<file path="src/rtl/output_vc_controller_multi.sv">
// -----------------------------------------------------------------------------
// output_vc_controller_multi
//
// Per-output-port controller for NUM_VC output virtual channels. It sits after
// the crossbar output of one router port. Each VC keeps:
//   - a credit counter sized for the downstream input buffer, reset full;
//   - an availability flag for the VC allocator.
// Credits come back on a return channel tagged with a VC id. That channel is
// either registered for one cycle (CREDIT_REG=1) or used directly
// (CREDIT_REG=0). Saturating counters raise sticky error flags.
//
// Ports:
//   clk              clock
//   rst              synchronous active-high reset
//   valid            flit present at the crossbar output this cycle
//   data[DW]         flit; vcid = data[DW-1 -: VCID_W],
//                    type = data[DW-VCID_W-1 -: 2]
//   credit_upd       downstream freed one slot
//   credit_vcid      VC of the returned credit
//   alloc_vc         VC allocator grant (any number of bits); clears
//                    availability
//   out_vc_available VC free for allocation
//   out_vc_ready     VC credit count above CREDIT_LBOUND
//   credit_cnt_o     packed counters, VC v at [v*CNT_W +: CNT_W]
//   err_overflow     sticky: credit returned to a full counter
//   err_underflow    sticky: flit sent on a VC with zero credits
// -----------------------------------------------------------------------------
`ifndef TAIL
`define TAIL 2'b10
`endif

module output_vc_controller_multi #(
  parameter int  NUM_VC        = 4,
  parameter int  VCID_W        = 2,
  parameter int  DW            = 32,
  parameter int  BUF_DEPTH     = 8,
  parameter int  CREDIT_LBOUND = 1,
  parameter int  CREDIT_REG    = 1,
  localparam int CNT_W         = $clog2(BUF_DEPTH + 1)
) (
  input  logic                    clk,
  input  logic                    rst,
  input  logic                    valid,
  input  logic [DW-1:0]           data,
  input  logic                    credit_upd,
  input  logic [VCID_W-1:0]       credit_vcid,
  input  logic [NUM_VC-1:0]       alloc_vc,
  output logic [NUM_VC-1:0]       out_vc_available,
  output logic [NUM_VC-1:0]       out_vc_ready,
  output logic [NUM_VC*CNT_W-1:0] credit_cnt_o,
  output logic                    err_overflow,
  output logic                    err_underflow
);

  localparam logic [CNT_W-1:0] CNT_FULL = CNT_W'(BUF_DEPTH);
  localparam logic [CNT_W-1:0] CNT_LB   = CNT_W'(CREDIT_LBOUND);

  // Flit header fields
  logic [VCID_W-1:0] flit_vcid;
  logic [1:0]        flit_type;
  logic              unused_data;

  assign flit_vcid   = data[DW-1 -: VCID_W];
  assign flit_type   = data[DW-VCID_W-1 -: 2];
  assign unused_data = ^data[DW-VCID_W-3:0];

  // Effective credit return seen by the counters this cycle
  logic              ret_valid;
  logic [VCID_W-1:0] ret_vcid;

  if (CREDIT_REG != 0) begin : g_ret_reg
    logic              cr_valid_q;
    logic [VCID_W-1:0] cr_vcid_q;

    // NOTE: sequential state is written only with non-blocking assignments,
    // so every flop samples the pre-edge values regardless of block order.
    always_ff @(posedge clk) begin
      if (rst) begin
        cr_valid_q <= 1'b0;
        cr_vcid_q  <= '0;
      end else begin
        cr_valid_q <= credit_upd;
        cr_vcid_q  <= credit_vcid;
      end
    end

    assign ret_valid = cr_valid_q;
    assign ret_vcid  = cr_vcid_q;
  end else begin : g_ret_comb
    assign ret_valid = credit_upd;
    assign ret_vcid  = credit_vcid;
  end

  // Per-VC send / return decode. A vcid of NUM_VC or above matches no VC and
  // is therefore dropped.
  logic [NUM_VC-1:0] send_vec;
  logic [NUM_VC-1:0] ret_vec;

  // NOTE: every always_comb output gets a default before any conditional
  // assignment, so no path can leave it unassigned and infer a latch.
  always_comb begin
    send_vec = '0;
    ret_vec  = '0;
    for (int v = 0; v < NUM_VC; v++) begin
      send_vec[v] = valid     && (flit_vcid == VCID_W'(v));
      ret_vec[v]  = ret_valid && (ret_vcid  == VCID_W'(v));
    end
  end

  // State
  logic [CNT_W-1:0]  cnt_q [NUM_VC];
  logic [CNT_W-1:0]  cnt_d [NUM_VC];
  logic [NUM_VC-1:0] avail_q, avail_d;
  logic              ovf_q, ovf_d;
  logic              unf_q, unf_d;

  always_comb begin
    ovf_d   = ovf_q;
    unf_d   = unf_q;
    avail_d = avail_q;
    for (int v = 0; v < NUM_VC; v++) begin
      cnt_d[v] = cnt_q[v];

      // A send and a return in the same cycle cancel out.
      case ({send_vec[v], ret_vec[v]})
        2'b10: begin
          if (cnt_q[v] == '0) unf_d    = 1'b1;
          else                cnt_d[v] = cnt_q[v] - CNT_W'(1);
        end
        2'b01: begin
          if (cnt_q[v] == CNT_FULL) ovf_d    = 1'b1;
          else                      cnt_d[v] = cnt_q[v] + CNT_W'(1);
        end
        default: ;
      endcase

      // An allocation grant wins over a tail leaving on the same cycle.
      if (alloc_vc[v])                                  avail_d[v] = 1'b0;
      else if (send_vec[v] && (flit_type == `TAIL))     avail_d[v] = 1'b1;
    end
  end

  // The counters are a handful of flops, not a RAM, so they take a reset
  // value like any other state.
  always_ff @(posedge clk) begin
    if (rst) begin
      for (int v = 0; v < NUM_VC; v++) cnt_q[v] <= CNT_FULL;
      avail_q <= '1;
      ovf_q   <= 1'b0;
      unf_q   <= 1'b0;
    end else begin
      for (int v = 0; v < NUM_VC; v++) cnt_q[v] <= cnt_d[v];
      avail_q <= avail_d;
      ovf_q   <= ovf_d;
      unf_q   <= unf_d;
    end
  end

  // Outputs straight from the registered state
  always_comb begin
    out_vc_ready = '0;
    credit_cnt_o = '0;
    for (int v = 0; v < NUM_VC; v++) begin
      out_vc_ready[v]                 = cnt_q[v] > CNT_LB;
      credit_cnt_o[v*CNT_W +: CNT_W] = cnt_q[v];
    end
  end

  assign out_vc_available = avail_q;
  assign err_overflow     = ovf_q;
  assign err_underflow    = unf_q;

endmodule

</file>
<file path="config.mk">
export PLATFORM = sky130hd
export DESIGN_NAME = output_vc_controller_multi
export DESIGN_NICKNAME = d
export VERILOG_FILES = /design/src/rtl/output_vc_controller_multi.sv
export SDC_FILE = /design/constraint.sdc
export NUM_CORES = 1
export LEC_CHECK = 0
export CAP_MARGIN = 30
export CORE_MARGIN = 4
export CORE_UTILIZATION = 38
export CTS_CLUSTER_SIZE = 20
export DETAILED_ROUTE_END_ITERATION = 16
export GPL_ROUTABILITY_DRIVEN = 0
export PLACE_DENSITY = 0.81
export SLEW_MARGIN = 20
export SYNTH_ARGS = -nofsm -noshare
export SYNTH_HDL_FRONTEND = slang
export SYNTH_SLANG_ARGS = --single-unit
</file>
<file path="constraint.sdc">
create_clock -name clk -period 1.8 [get_ports clk]
set_clock_uncertainty 0.05 [all_clocks]
set_input_delay 0.18 -clock clk [delete_from_list [all_inputs] [get_ports clk]]
set_output_delay 0.18 -clock clk [all_outputs]
set_load 0.01 [all_outputs]
</file>
==> results of run 1 <==
## worst max-delay path, delay by kind of cell
family,cells,cell delay [ns]
buf+inv,2,0.60
compound gates,4,0.68
simple gates,1,0.42
## per-stage QoR
| stage | instances | util | setup TNS (ns) |
|---|---|---|---|
| finish | 310 | 0.588 | 0 |
| detailed placement | 302 | 0.561 | -2.53 |
| global route | 310 | 0.588 | -0.0260 |
| global placement | 302 | 0.561 | -1.82 |
| CTS | 306 | 0.571 | 0 |
| floorplan | 187 | - | 0 |
## per-layer routing
layer	up-vias	part of all wire	global-route usage
li1	809	-	-
met5	-	0	0
met3	6	0.046	0.0289
met2	40	0.49	0.263
met4	0	0.014	0.0574
met1	750	0.45	0.192
## area by class of cell
type / instances / share of cell area
multi-input cells: 146 / 0.451
clock buffers: 4 / 0.0189
inverters: 12 / 0.0189
repair buffers: 73 / 0.272
well taps: 50 / 0.0262
flip-flops and latches: 25 / 0.212
## where the power goes
part	internal, mW	switching [mW]
sequential	0.603	0.0564
combinational	0.303	0.244
clock	0.159	0.181
total	1.06	0.481
## worst max path at each step
stage,slack (ns),to,cells past startpoint,from
finish,0.05,cnt_q[0][2]$_SDFFE_PP0P_,7,data[31]
global route,-0.01,cnt_q[1][3]$_SDFFE_PP1P_,7,data[31]
CTS,0.007,cnt_q[3][3]$_SDFFE_PP1P_,9,data[30]
detailed placement,-0.29,cnt_q[3][3]$_SDFFE_PP1P_,9,data[30]
global placement,-0.20,cnt_q[3][3]$_SDFFE_PP1P_,9,data[30]
floorplan,0.02,cnt_q[3][3]$_SDFFE_PP1P_,7,g_ret_reg.cr_valid_q$_SDFF_PP0_
## what timing repair did
action | in CTS | in global routing
setup endpoints to repair | 4 | 7
gates resized for setup | 5 | 13
setup buffers | 0 | 4
hold buffers | 0 | 0
gates cloned | 0 | 0
pin swaps | 0 | 5
## flip-flops by register name, summed over array words and instances, names as in the netlist
name                  cells
g_ret_reg.cr_vcid_q       2
cnt_q                    16
out_vc_available          4
g_ret_reg.cr_valid_q      1
err_underflow             1
err_overflow              1
## placed cells by master (no fill, tap or decap), types with 3 or more instances in the layout
cell type	count
sky130_fd_sc_hd__dfxtp_1	20
sky130_fd_sc_hd__inv_1	12
sky130_fd_sc_hd__nand2_1	9
sky130_fd_sc_hd__or3_1	3
sky130_fd_sc_hd__clkbuf_8	3
sky130_fd_sc_hd__nor2_1	18
sky130_fd_sc_hd__clkdlybuf4s50_1	33
sky130_fd_sc_hd__nor2b_1	9
sky130_fd_sc_hd__nand3_1	8
sky130_fd_sc_hd__nor3b_1	3
sky130_fd_sc_hd__buf_4	33
sky130_fd_sc_hd__o21ai_0	9
sky130_fd_sc_hd__xnor2_1	8
sky130_fd_sc_hd__mux2i_1	6
sky130_fd_sc_hd__a21oi_1	9
sky130_fd_sc_hd__xor2_1	4
sky130_fd_sc_hd__nand3b_1	4
sky130_fd_sc_hd__ha_1	13
sky130_fd_sc_hd__dlygate4sd2_1	4
sky130_fd_sc_hd__nand4_1	3
sky130_fd_sc_hd__dfxtp_2	5
## cell families after synthesis
kind of cell | Yosys count | synth area share
AND/OR/NAND/NOR | 74 | 0.263
AO/OA/AOI/OAI | 36 | 0.147
flip-flops | 25 | 0.310
buffers and inverters | 16 | 0.0380
adder cells (fa/ha/maj) | 14 | 0.109
XOR/XNOR | 12 | 0.0652
multiplexers | 10 | 0.0675
==> impl_summary.txt, run 1 <==
----------------------------------------------------
[Synth]
  Average cell area after synthesis ... 8.62 sq um
  Area share of the largest cell type after synthesis ... 0.310
  Number of warning messages in the yosys log ... 0
  Most frequently used flop master after synthesis ... sky130_fd_sc_hd__dfxtp_1
  Share of flip-flops with an asynchronous set or reset after synthesis ... 0
  Number of enable-type register cells in the synthesized netlist ... 0
  Top post-synthesis cells by area ... sky130_fd_sc_hd__dfxtp_1 (31%), sky130_fd_sc_hd__ha_1 (11%), sky130_fd_sc_hd__xnor2_1 (4.3%), sky130_fd_sc_hd__nor2_1 (4.2%), sky130_fd_sc_hd__mux2i_1 (3.7%)
  Flop and latch count out of synthesis ... 25
  Sequential cell area fraction in the yosys report ... 0.310
  Synth Net Count ... ~240
  Syn Inst Count ... 187
  Yosys cell types ... 46
  Largest area contributor in the netlist ... sky130_fd_sc_hd__dfxtp_1
  Cell with the most instances after synthesis ... sky130_fd_sc_hd__dfxtp_1
  Netlist area before placement ... about 1600 sq um
  Commonest cells in the netlist ... sky130_fd_sc_hd__dfxtp_1 (25), sky130_fd_sc_hd__nor2_1 (18), sky130_fd_sc_hd__ha_1 (14)

[Min path]
  Hold Path Origin ... credit_vcid[1]
  WHS Path Cells ... 2
  Hold-critical path endpoint ... g_ret_reg.cr_vcid_q[1]$_SDFF_PP0_
  Tightest Hold Check Type ... in -> reg

[GRT]
  Vias in the first global route ... 1506
  Number of antenna violations at the first check in global routing ... 0
  GRT Overall Usage ... 0.155
  Pin count of the biggest net entering global routing ... 14
  Global-route wire length before repair ... 6520 um
  Total congestion overflow after global routing ... 0

[STA]
  Min Clock Period, post-route ... 1.75 ns
  Fmax ... roughly 0.57 GHz
  Number of max-slew violations in the final report ... 0
  Hold Vio Cnt, Final ... 0
  Post-route setup slack ... 0.0545 ns
  Relative slew slack ... 0.684
  Setup repair after global routing missed its margin ... yes
  Worst hold slack after final layout ... 0.393 ns
  Final period util ... 0.970
  Endpoints failing setup ... 0
  Worst-margin pin slew ... 0.473 ns

[Place]
  Standard cell area after detailed placement ... 2270 sq um
  Post-placement setup slack ... -0.286 ns
  Half-perimeter wire length after placement ... around 3200 um
  Number of buffers added on ports ... 39

[Finish]
  P&R area growth vs syn ... 47.9%
  Area taken by multi-input logic gates ... 1080 sq um
  Post-route cell area ... approximately 2400 sq um
  Layout cells sized above 1 ... 0.223
  Final-stage net count ... around 320
  Diode count ... 0
  Filler cells ... between 300 and 400
  Footprint of the flip-flops and latches ... 507 sq um

[Critical path]
  List of cells traversed by the critical path ... clkdlybuf4s50_1, buf_4, or3b_4, o21ai_2, o21ai_1, a21o_1, a311oi_1
  Slowest-stage cell, CP ... sky130_fd_sc_hd__clkdlybuf4s50_1
  Required @ worst endpoint ... between 1.5 and 2 ns
  Flop2flop setup slack ... 0.08 ns
  R2R Path End ... cnt_q[3][3]$_SDFFE_PP1P_
  Delay of the slowest cell on the worst path ... between 0.4 and 0.5 ns
  Worst-path fanout max ... 5
  Category of the worst setup path launch point ... primary input
  Kind of end point of the critical path ... register
  Length in cells of the worst reg-to-reg path ... 9
  Reg-to-Reg Start ... g_ret_reg.cr_vcid_q[0]$_SDFF_PP0_
  Classification of the worst setup path ... in -> reg
  Arrival time of data at the critical path endpoint ... 1.88 ns

[Floorplanning]
  I/O pin count ... 68
  Number of cell rows ... 23
  Effective utilization at floorplan ... 0.397
  Die boundary height ... 73.1 um
  Core footprint ... approximately 4000 sq um
  Width of the chip ... approximately 73 um
  Die area ... 5350 sq um

[CTS]
  CTS root buf ... sky130_fd_sc_hd__clkbuf_8
  Num Clock Sinks ... 25
  CTS tree ... done
  Maximum number of buffers from clock root to sink ... 2
  Number of buffers added by the clock tree synthesis step ... 3
  CTS H-tree lvls ... 1
  Skew-Pair Late Insertion Delay ... roughly 0.27 ns
  Clock-pin slew reported for the worst setup and hold paths after clock tree synthesis ... 0.09 ns

[Power and ir drop]
  Power density cells ... 648 nW/um^2
  Leakage power figure ... 0.989 nW
  Final total power ... 1.55 mW
  Largest vdd supply drop ... roughly 0.32 mV

[Routing]
  Total routed wirelength ... 4040 um
  Starting DRT DRC Count ... 74
  Drt drc ... 0
  Via-per-instance ratio ... 5.18
  Total iterations of the first detailed-routing run ... 4
  Vias ... 1605
  Detail-routed net length per standard cell ... 13.0 um
  Number of nets still failing antenna checks after routing ... 0

[Run status]
  Status ... complete, no violations

[Flow run]
  Number of violations of the max-capacitance limit ... 0

----------------------------------------------------
No activity file was read; power rests on OpenSTA's default activity.
==> run 2: changes to the inputs <==
--- a/config.mk
+++ b/config.mk
@@ -7,11 +7,12 @@
 export LEC_CHECK = 0
 export CAP_MARGIN = 30
 export CORE_MARGIN = 4
-export CORE_UTILIZATION = 38
+export CORE_UTILIZATION = 56
 export CTS_CLUSTER_SIZE = 20
 export DETAILED_ROUTE_END_ITERATION = 16
+export DONT_BUFFER_PORTS = 1
 export GPL_ROUTABILITY_DRIVEN = 0
-export PLACE_DENSITY = 0.81
+export PLACE_DENSITY = 0.79
 export SLEW_MARGIN = 20
 export SYNTH_ARGS = -nofsm -noshare
 export SYNTH_HDL_FRONTEND = slang
==> impl_summary.txt, run 2 (same netlist as run 1, synthesis figures left out) <==
----------------------------------------------------
[Routing]
  Starting DRT DRC Count ... 66
  Via-per-instance ratio ... 5.88
  Total routed wirelength ... 3850 um
  Drt drc ... 0
  Vias ... approximately 1500
  Number of nets still failing antenna checks after routing ... 0
  Detail-routed net length per standard cell ... 15.5 um
  Total iterations of the first detailed-routing run ... 4

[Power and ir drop]
  Power density cells ... 690 nW/um^2
  Leakage power figure ... 0.794 nW
  Largest vdd supply drop ... 0.553 mV
  Part of the total power dissipated in sequential elements ... 0.504
  Design internal power ... 0.888 mW
  Switching fraction of total power ... 0.334
  Final total power ... 1.33 mW
  Switching component of the power ... ~0.45 mW
  Fraction of power consumed by the clock network ... 0.195
  Portion of total power attributed to combinational logic ... 0.301

[STA]
  Setup repair after global routing missed its margin ... yes
  Worst-margin pin slew ... 0.382 ns
  Fmax ... around 0.58 GHz
  Endpoints failing setup ... 0
  Hold Vio Cnt, Final ... 13
  Final period util ... 0.952
  Relative slew slack ... 0.743
  Worst hold slack after final layout ... -0.148 ns
  Number of max-slew violations in the final report ... 0
  Min Clock Period, post-route ... 1.71 ns

[Critical path]
  Slowest-stage cell, CP ... sky130_fd_sc_hd__dfxtp_2
  Buffers plus inverters on the worst setup path ... 1
  Length in cells of the worst reg-to-reg path ... 6
  Category of the worst setup path launch point ... register
  List of cells traversed by the critical path ... buf_4, nand3b_1, nor2_2, mux2_1, nand2_1, mux2_4
  Required @ worst endpoint ... between 1.5 and 2 ns
  Arrival time of data at the critical path endpoint ... 1.90 ns
  Kind of end point of the critical path ... register
  Worst-path fanout max ... 5
  Delay of the slowest cell on the worst path ... 0.36 ns
  Classification of the worst setup path ... reg -> reg
  Depth of the critical timing path with buffers and inverters included ... 6
  Top cell family by delay on the critical path ... multiplexers

[Run status]
  Violations in the final reports ... negative hold slack
  Status ... finished with violations

[Place]
  Standard cell area after detailed placement ... 1770 sq um
  Half-perimeter wire length after placement ... 2840 um
  Number of buffers added on ports ... 0

[Floorplanning]
  Die area ... 3800 sq um
  Number of cell rows ... 19
  Die boundary height ... between 60 and 70 um
  I/O pin count ... 68
  Core footprint ... 2760 sq um
  Width of the chip ... 61.7 um
  Effective utilization at floorplan ... 0.585

[CTS]
  Num Clock Sinks ... 25
  Post-cts hold buffer count ... 11
  Clock-pin slew reported for the worst setup and hold paths after clock tree synthesis ... 0.13 ns
  Number of buffers added by the clock tree synthesis step ... 3
  CTS root buf ... sky130_fd_sc_hd__clkbuf_4
  CTS tree ... done
  Skew-Pair Late Insertion Delay ... 0.33 ns
  CTS H-tree lvls ... 1
  Maximum number of buffers from clock root to sink ... 2

[GRT]
  Number of antenna violations at the first check in global routing ... 0
  Pin count of the biggest net entering global routing ... 24
  Vias in the first global route ... 1448
  Global-route wire length before repair ... ~6200 um
  Total congestion overflow after global routing ... 0
  GRT Overall Usage ... 0.220

[Finish]
  Final-stage net count ... roughly 270
  P&R area growth vs syn ... 19.8%
  Post-route cell area ... roughly 1900 sq um
  Filler cells ... 218
  Diode count ... 0
  Layout cells sized above 1 ... 0.180
  Register name with the most flops ... cnt_q
  Area taken by multi-input logic gates ... 1060 sq um
  Footprint of the flip-flops and latches ... 504 sq um
  Largest register FFs ... 16
  Most common cell after layout, fill and taps aside ... sky130_fd_sc_hd__dfxtp_1
  Highest-count cells in the layout ignoring fill and taps ... sky130_fd_sc_hd__dfxtp_1 (22), sky130_fd_sc_hd__buf_4 (19), sky130_fd_sc_hd__nor2_1 (18)

[Min path]
  Tightest Hold Check Type ... in -> reg
  WHS Path Cells ... 1

[Flow run]
  Number of violations of the max-capacitance limit ... 0

----------------------------------------------------
[run 2: final cells by class]
class	count	share of cell area
clock buffer	4	0.0136
sequential	25	0.261
inverter	12	0.0233
multi-input combinational	146	0.551
tap	31	0.0201
timing repair buffer	30	0.131
[run 2: power by group through the flow]
stage	Sequential, mW	Combinational, mW	Clock (mW)
2_1_floorplan	0.686	0.272	0
3_3_place_gp	0.678	0.355	0
3_5_place_dp	0.682	0.376	0
4_1_cts	0.670	0.398	0.261
5_1_grt	0.681	0.447	0.287
6_report	0.672	0.402	0.260
[run 2: what timing repair did]
| item | in CTS | in global routing |
|---|---|---|
| endpoints found under the hold margin | 22 | 13 |
| endpoints found under the setup margin | 0 | 8 |
| setup buffers | 0 | 1 |
| gates resized for setup | 0 | 7 |
[run 2: metal layers]
metal / wire [um] / track usage
met2: 1980 / 0.386
met5: 0 / 0
met4: 53 / 0.0848
met3: 282 / 0.0482
met1: 1540 / 0.259
[run 2: final timing paths]
kind | start | to | slack [ns]
max | g_ret_reg.cr_valid_q$_SDFF_PP0_ | cnt_q[2][2]$_SDFFE_PP0P_ | 0.09
max reg2reg | g_ret_reg.cr_valid_q$_SDFF_PP0_ | cnt_q[2][2]$_SDFFE_PP0P_ | 0.09
min | rst | cnt_q[3][1]$_SDFFE_PP0P_ | -0.15
min reg2reg | cnt_q[2][0]$_SDFFE_PP0P_ | cnt_q[2][0]$_SDFFE_PP0P_ | 0.53
[run 2: through the flow]
step	hold slack [ns]	cells	setup TNS [ns]	util	setup WS (ns)
6_report	-0.148	248	0	0.701	0.0868
2_1_floorplan	0.242	187	0	-	0.0164
5_1_grt	-0.173	248	-0.0383	0.701	-0.0383
4_1_cts	-0.152	247	0	0.691	0.00796
3_3_place_gp	0.204	232	0	0.642	0.0912
3_5_place_dp	0.206	232	0	0.642	0.0371
